[src/rtl/mc_controller.sv]
// Multicycle MIPS control unit: Moore FSM sequencing fetch/decode/execute/memory/writeback.
// Latency: lw 5, sw/R/imm 4, beq/j 3 cycles; outputs decoded from current state each cycle.
// Backpressure: FETCH, MEMRD and MEMWR hold while mem_ready=0 (when MEM_HANDSHAKE=1).
// Optional feature macro: MC_CONTROLLER_BNE_EN (adds bne through the BRANCH state).
module mc_controller #(
    parameter int ALUCTRL_W     = 4,
    parameter bit MEM_HANDSHAKE = 1'b1
) (
    input  logic                 clk,
    input  logic                 rst_n,
    input  logic [5:0]           opcode,
    input  logic [5:0]           funct,
    input  logic                 zero,
    input  logic                 mem_ready,
    output logic                 iord,
    output logic                 memwrite,
    output logic                 irwrite,
    output logic                 regdst,
    output logic                 memtoreg,
    output logic                 regwrite,
    output logic                 alusrca,
    output logic [1:0]           alusrcb,
    output logic                 extop,
    output logic [1:0]           pcsrc,
    output logic                 pcen,
    output logic [ALUCTRL_W-1:0] alucontrol,
    output logic                 illegal,
    output logic [3:0]           state
);

    typedef enum logic [3:0] {
        S_FETCH   = 4'd0,
        S_DECODE  = 4'd1,
        S_MEMADR  = 4'd2,
        S_MEMRD   = 4'd3,
        S_MEMWB   = 4'd4,
        S_MEMWR   = 4'd5,
        S_EXECUTE = 4'd6,
        S_ALUWB   = 4'd7,
        S_BRANCH  = 4'd8,
        S_IMMEX   = 4'd9,
        S_IMMWB   = 4'd10,
        S_JUMP    = 4'd11
    } state_t;

    localparam logic [5:0] OP_RTYPE = 6'b000000;
    localparam logic [5:0] OP_LW    = 6'b100011;
    localparam logic [5:0] OP_SW    = 6'b101011;
    localparam logic [5:0] OP_BEQ   = 6'b000100;
    localparam logic [5:0] OP_BNE   = 6'b000101;
    localparam logic [5:0] OP_ADDI  = 6'b001000;
    localparam logic [5:0] OP_ORI   = 6'b001101;
    localparam logic [5:0] OP_SLTI  = 6'b001010;
    localparam logic [5:0] OP_J     = 6'b000010;

    localparam logic [3:0] ALU_AND = 4'b0000;
    localparam logic [3:0] ALU_OR  = 4'b0001;
    localparam logic [3:0] ALU_ADD = 4'b0010;
    localparam logic [3:0] ALU_SUB = 4'b0110;
    localparam logic [3:0] ALU_SLT = 4'b0111;

    state_t     cur_state;
    state_t     nxt_state;
    logic       rdy;
    logic       pcwrite;
    logic       branch;
    logic       taken;
    logic       irwrite_raw;
    logic       memwrite_raw;
    logic       regwrite_raw;
    logic       illegal_raw;
    logic [3:0] alu_op;

    // With the handshake disabled every memory access completes in one cycle.
    assign rdy = MEM_HANDSHAKE ? mem_ready : 1'b1;

    // State register; reset aborts any instruction in flight.
    always_ff @(posedge clk or negedge rst_n) begin
        if (!rst_n) cur_state <= S_FETCH;
        else        cur_state <= nxt_state;
    end

    // Next-state and Moore output decode.
    always_comb begin
        nxt_state    = S_FETCH;
        iord         = 1'b0;
        memwrite_raw = 1'b0;
        irwrite_raw  = 1'b0;
        regdst       = 1'b0;
        memtoreg     = 1'b0;
        regwrite_raw = 1'b0;
        alusrca      = 1'b0;
        alusrcb      = 2'b00;
        extop        = 1'b1;
        pcsrc        = 2'b00;
        pcwrite      = 1'b0;
        branch       = 1'b0;
        taken        = 1'b0;
        illegal_raw  = 1'b0;
        alu_op       = ALU_ADD;
        case (cur_state)
            S_FETCH: begin
                alusrcb     = 2'b01;
                irwrite_raw = rdy;
                pcwrite     = rdy;
                nxt_state   = rdy ? S_DECODE : S_FETCH;
            end
            S_DECODE: begin
                // Branch target is precomputed into ALUOut here.
                alusrcb = 2'b11;
                case (opcode)
                    OP_LW, OP_SW:             nxt_state = S_MEMADR;
                    OP_RTYPE:                 nxt_state = S_EXECUTE;
                    OP_BEQ:                   nxt_state = S_BRANCH;
`ifdef MC_CONTROLLER_BNE_EN
                    OP_BNE:                   nxt_state = S_BRANCH;
`endif
                    OP_ADDI, OP_ORI, OP_SLTI: nxt_state = S_IMMEX;
                    OP_J:                     nxt_state = S_JUMP;
                    default: begin
                        nxt_state   = S_FETCH;
                        illegal_raw = 1'b1;
                    end
                endcase
            end
            S_MEMADR: begin
                alusrca   = 1'b1;
                alusrcb   = 2'b10;
                nxt_state = (opcode == OP_LW) ? S_MEMRD : S_MEMWR;
            end
            S_MEMRD: begin
                iord      = 1'b1;
                nxt_state = rdy ? S_MEMWB : S_MEMRD;
            end
            S_MEMWB: begin
                regwrite_raw = 1'b1;
                memtoreg     = 1'b1;
            end
            S_MEMWR: begin
                // Write enable stays up for the whole wait.
                iord         = 1'b1;
                memwrite_raw = 1'b1;
                nxt_state    = rdy ? S_FETCH : S_MEMWR;
            end
            S_EXECUTE: begin
                alusrca = 1'b1;
                case (funct)
                    6'b100000: begin alu_op = ALU_ADD; nxt_state = S_ALUWB; end
                    6'b100010: begin alu_op = ALU_SUB; nxt_state = S_ALUWB; end
                    6'b100100: begin alu_op = ALU_AND; nxt_state = S_ALUWB; end
                    6'b100101: begin alu_op = ALU_OR;  nxt_state = S_ALUWB; end
                    6'b101010: begin alu_op = ALU_SLT; nxt_state = S_ALUWB; end
                    default:   illegal_raw = 1'b1;
                endcase
            end
            S_ALUWB: begin
                regwrite_raw = 1'b1;
                regdst       = 1'b1;
            end
            S_BRANCH: begin
                alusrca = 1'b1;
                alu_op  = ALU_SUB;
                pcsrc   = 2'b01;
                branch  = 1'b1;
`ifdef MC_CONTROLLER_BNE_EN
                taken   = zero ^ (opcode == OP_BNE);
`else
                taken   = zero;
`endif
            end
            S_IMMEX: begin
                alusrca   = 1'b1;
                alusrcb   = 2'b10;
                nxt_state = S_IMMWB;
                case (opcode)
                    OP_ORI:  begin alu_op = ALU_OR; extop = 1'b0; end
                    OP_SLTI: alu_op = ALU_SLT;
                    default: alu_op = ALU_ADD;
                endcase
            end
            S_IMMWB: begin
                regwrite_raw = 1'b1;
            end
            S_JUMP: begin
                pcsrc   = 2'b10;
                pcwrite = 1'b1;
            end
            default: nxt_state = S_FETCH;
        endcase
    end

    // Zero-extend the 4-bit ALU code to the configured width.
    always_comb begin
        alucontrol      = '0;
        alucontrol[3:0] = alu_op;
    end

    // Write enables and the illegal pulse are suppressed for as long as reset is held.
    assign pcen     = rst_n & (pcwrite | (branch & taken));
    assign irwrite  = rst_n & irwrite_raw;
    assign regwrite = rst_n & regwrite_raw;
    assign memwrite = rst_n & memwrite_raw;
    assign illegal  = rst_n & illegal_raw;
    assign state    = cur_state;

endmodule

[config.mk]
export PLATFORM = sky130hd
export DESIGN_NAME = mc_controller
export DESIGN_NICKNAME = d
export VERILOG_FILES = /design/src/rtl/mc_controller.sv
export SDC_FILE = /design/constraint.sdc
export NUM_CORES = 1
export LEC_CHECK = 0
export CAP_MARGIN = 30
export CORE_MARGIN = 2
export CORE_UTILIZATION = 41
export CTS_BUF_LIST = sky130_fd_sc_hd__clkbuf_8
export DETAILED_ROUTE_END_ITERATION = 10
export GPL_TIMING_DRIVEN = 0
export PLACE_DENSITY = 0.84
export REMOVE_ABC_BUFFERS = 1
export SKIP_CTS_REPAIR_TIMING = 1
export SYNTH_ARGS = -nofsm -noshare
export SYNTH_HDL_FRONTEND = slang
export SYNTH_SLANG_ARGS = --single-unit
[constraint.sdc]
create_clock -name clk -period 1.8 [get_ports clk]
set_input_delay 0.54 -clock clk [delete_from_list [all_inputs] [get_ports clk]]
set_output_delay 0.54 -clock clk [all_outputs]
set_load 0.05 [all_outputs]
==> results of run 1 <==
power breakdown:
part           switching, mW  leakage [nW]  internal, mW
Combinational          0.338         0.637         0.223
Clock                 0.0437        0.0216         0.142
Sequential            0.0209        0.0473         0.103
worst paths after layout:
check | endpoint | cells past startpoint | from
min in group clk | state[0] | 1 | state[3]
setup / recovery | alucontrol[1] | 6 | opcode[5]
hold / removal | state[1] | 1 | rst_n
setup reg to reg | state[0] | 5 | state[1]
hold reg to reg | state[0] | 1 | state[3]
max in group asynchronous | state[1] | 1 | rst_n
final cells by class:
class | count | area [sq um] | share of cell area
inverters | 2 | 7.51 | 0.00532
well taps | 25 | 31.3 | 0.0222
clock buffers | 3 | 41.3 | 0.0293
flip-flops and latches | 4 | 108 | 0.0762
repair buffers | 60 | 552 | 0.391
multi-input cells | 87 | 672 | 0.476
routing by layer:
layer | track usage | vias up | part of all wire
met5 | 0 | - | 0
met4 | 0.0889 | 0 | 0.038
met3 | 0.0346 | 12 | 0.074
met2 | 0.340 | 63 | 0.48
met1 | 0.219 | 522 | 0.40
li1 | - | 491 | -
layout by cell type, fill, tap and decap left out, drive strengths merged, types with 3 or more instances in the layout:
master / n
dfrtp: 4
mux2i: 3
nor3b: 4
nand3: 6
o21ai: 3
nor2: 15
buf: 42
nand2b: 5
a21oi: 3
o31ai: 3
nand2: 7
nor3: 8
dlymetal6s2s: 12
clkbuf: 9
worst reg2reg max path, cell delays in order, from the launching register on:
cell      delay [ps]
dfrtp_4          510
buf_4            200
nand2b_1         160
nor3_1           220
a21oi_1          100
o31ai_1          230
cell families (layout without fill, tap and decap cells):
logic type,after synthesis,in the layout
compound gates,24,24
xor+xnor,2,2
buf+inv,11,65
flops,4,4
mux,3,3
other cells,1,1
simple gates,57,57
==> flow_summary.ini, run 1 <==
[timing]
setup_violations = 18
worst_pin_slew_ps = 564
finalHoldViolations = 0
slew_viol_final = 0
rsz0062_at_grt = yes
relSlewSlack = 0.623
setup_ws_ps = -497
fin_crit_sh = 1.28
fin_crit_ps = 2300
whs_ps = 177
finalSetupTns_ps = -3790
clock-skew-final_ps = 0.450
max_freq_mhz = 435

[layout]
stdcell_count = 181
largest_register_ffs = 4
drive_gt1_frac = 0.532
syn_to_final_growth_pct = 84.6
finalInstanceArea_sq_um = 1410
finish.utilization = 0.809
diodes = 0
num-nets-final = 174
fillers = 95

[global_route]
antenna_found_initial = 0
grt_util_all_layers = 0.191
grt_pass1_vias = 799
grt-ovfl-total = 0
grt_pass1_wl_um = 3110
grt_max_degree = 21

[pwr]
irDropWorstVdd_v = 0.000603
fin_total_pwr_mw = 0.871
p_leak_nw = 0.706
p_per_area_nw_per_um2 = 617

[floorplan]
die_x_um = 47.2
start_util = 0.438
rows = 15
die_area_sq_um = 2230
die_y_um = 47.2
fp.coreArea_sq_um = 1750
io_pins = 38

[place]
place_inst = 154
portBuffers = 36
place.gp.congestion = 0.845
dp_hpwl_um = 1550
dp_slack_ps = -1380
placed_area_sq_um = 1060

[synth]
ys.warnings.count = 0
synthMuxAreaShare = 0.0393
synth.area.top_cells = dfrtp_1, buf_6, nor2_1
synth_top_family_by_area = simple AND/OR/NAND/NOR gates
yosys.area_share.simple = 0.434
synth_xor_area_frac = 0.0229
ys_ff_latch = 4
synth_cell_types = 45
synth_edf_count = 0
yosys.area.top_type_share = 0.131
ys_top_cells_by_count = nor2_1, nor3_1, nand2_1
synth_area_per_cell_sq_um = 7.49
synthArstFlopShare = 1.00
seq_area_frac_synth = 0.131
synthCells = 102
ys.flop_type = dfrtp_1
yosysTopAreaCell = dfrtp_1
netlist_area_sq_um = 764
synthAdderAreaFrac = 0
post-synth-top-count-cell = nor2_1
synth-compound-area-share = 0.232

[setup_path]
reg2reg_setup_slack_ps = 270
startpoint_type = input port
cp_top_family = simple AND/OR/NAND/NOR gates
cp.required_ps = 1260
cp_max_fo = 5
path_buf_inv = 2
worstSetupPathType = input port to output port
critPathCaptureType = output port
cpPeakStageDelay_ps = 380
worstPathCellList = dlymetal6s2s_1 -> nor2_2 -> nand2_1 -> or3_4 -> a21boi_1 -> buf_4
arrival_ps = 1760
crit_path_top_delay_cell = or3_4

[clock_network]
clk_latency_ps = 210
clock-sinks = 4
tritoncts = yes
cts.path.max_buffers = 2
cts-root-buf = clkbuf_8
htree_levels = 1
path_clk_slew_ps = 30
cts_buffers = 3

[flow_run]
drv_cap = 0

[drt]
finalWirelength_um = 3370
drtAntennaViolNets = 0
drc = 0
drt_iter0_markers = 60
dr.pass1.iters = 4
routedWlPerCell_um = 18.6
vias = 1088
viasPerCell = 6.01

[outcome]
failed_checks = setup timing
status = finished with violations

[hold_path]
hold_class = input port to async pin
No activity file was read; power rests on OpenSTA's default activity.
==> inputs of run 2 (changes only) <==
--- a/config.mk
+++ b/config.mk
@@ -11,8 +11,10 @@
 export CTS_BUF_LIST = sky130_fd_sc_hd__clkbuf_8
 export DETAILED_ROUTE_END_ITERATION = 10
 export GPL_TIMING_DRIVEN = 0
+export HOLD_SLACK_MARGIN = 0.02
 export PLACE_DENSITY = 0.84
 export REMOVE_ABC_BUFFERS = 1
+export SETUP_SLACK_MARGIN = 0.15
 export SKIP_CTS_REPAIR_TIMING = 1
 export SYNTH_ARGS = -nofsm -noshare
 export SYNTH_HDL_FRONTEND = slang
==> flow_summary.ini, run 2 (synthesis gave the netlist of run 1 again) <==
[layout]
fillers = 98
stdcell_count = 181
register_area_sq_um = 108
num-nets-final = 174
drive_gt1_frac = 0.551
largest_register_ffs = 4
multi_input_area_sq_um = 672
mostFrequentLayoutCell = buf_4
finish.utilization = 0.799
diodes = 0
final_cell_mix = buf_4, buf_6, nor2_1, dlymetal6s2s_1
syn_to_final_growth_pct = 82.5

[pwr]
irDropWorstVdd_v = 0.000624
fin_total_pwr_mw = 0.877
p_leak_nw = 0.666
p_per_area_nw_per_um2 = 629

[place]
portBuffers = 36
place.gp.congestion = 0.845
dp_hpwl_um = 1550
place_inst = 154

[clock_network]
htree_levels = 1
path_clk_slew_ps = 30
cts-root-buf = clkbuf_8
clk_latency_ps = 210
cts_buffers = 3
cts.path.max_buffers = 2
clock-sinks = 4
tritoncts = yes

[drt]
drt_iter0_markers = 63
routedWlPerCell_um = 18.8
finalWirelength_um = 3410
viasPerCell = 6.21
dr.pass1.iters = 5
drtAntennaViolNets = 0
vias = 1124
drc = 0

[setup_path]
reg2reg_setup_slack_ps = 230
path_buf_inv = 2
critPathCaptureType = output port
cp_top_family = simple AND/OR/NAND/NOR gates
startpoint_type = input port
arrival_ps = 1720
cp_max_fo = 5
crit_path_top_delay_cell = or3_4
worstSetupPathType = input port to output port
cpPeakStageDelay_ps = 380
cp.required_ps = 1260
worstPathCellList = dlymetal6s2s_1 -> nor2_2 -> nand2_1 -> or3_4 -> a21boi_1 -> buf_4

[timing]
rsz0062_at_grt = yes
worst_pin_slew_ps = 522
finalHoldViolations = 0
clock-skew-final_ps = 0.172
setup_ws_ps = -458
slew_viol_final = 0
max_freq_mhz = 443
relSlewSlack = 0.649
fin_crit_ps = 2260
fin_crit_sh = 1.25
setup_violations = 17

[floorplan]
io_pins = 38
die_area_sq_um = 2230
fp.coreArea_sq_um = 1750
die_x_um = 47.2
die_y_um = 47.2
start_util = 0.438
rows = 15

[hold_path]
hold_class = input port to async pin

[global_route]
grt_pass1_wl_um = 3110
grt_max_degree = 21
antenna_found_initial = 0
grt_pass1_vias = 799
grt-ovfl-total = 0
grt_util_all_layers = 0.191

[outcome]
failed_checks = setup timing
status = finished with violations

[flow_run]
drv_cap = 0
[run 2: changes by cell type in the layout (fill, tap and decap cells not counted)]
| cell | delta |
|---|---|
| buf_2 | +1 |
| buf_6 | +1 |
| clkbuf_2 | +1 |
| dlymetal6s2s_1 | -3 |
[run 2: through the flow]
stage	hold slack (ps)	cell area [sq um]	TNS (ps)	worst slack [ps]
final	174	1400	-3850	-458
after global routing	177	1400	-4570	-499
after CTS	599	1100	-19740	-1370
after detailed placement	828	1060	-17520	-1380
after global placement	828	1060	-16880	-1360
after floorplan	244	668	-14070	-1660
[run 2: path summary, 6_finish.rpt]
kind	start	end	cells past startpoint
hold / removal	rst_n	state[1]	1
setup / recovery	opcode[5]	alucontrol[1]	6
setup reg to reg	state[1]	state[0]	5
max in group asynchronous	rst_n	state[1]	1
min in group clk	state[3]	state[0]	1
hold reg to reg	state[3]	state[0]	1
[run 2: area by class of cell]
class,count,area share
flip-flops and latches,4,0.0771
multi-input cells,87,0.482
well taps,25,0.0224
repair buffers,60,0.384
clock buffers,3,0.0296
inverters,2,0.00538
[run 2: routing by layer]
metal | vias up | wire [um] | global-route usage
met2 | 94 | 1750 | 0.340
met5 | - | 0 | 0
met4 | 0 | 155 | 0.0889
li1 | 487 | - | -
met1 | 519 | 1250 | 0.219
met3 | 24 | 247 | 0.0346
[run 2: where the power goes]
group	internal, mW	total [mW]	leakage [nW]	switching, mW
Clock	0.142	0.186	0.0216	0.0441
Sequential	0.103	0.123	0.0473	0.0205
Combinational	0.225	0.568	0.597	0.343
Total	0.470	0.877	0.666	0.407
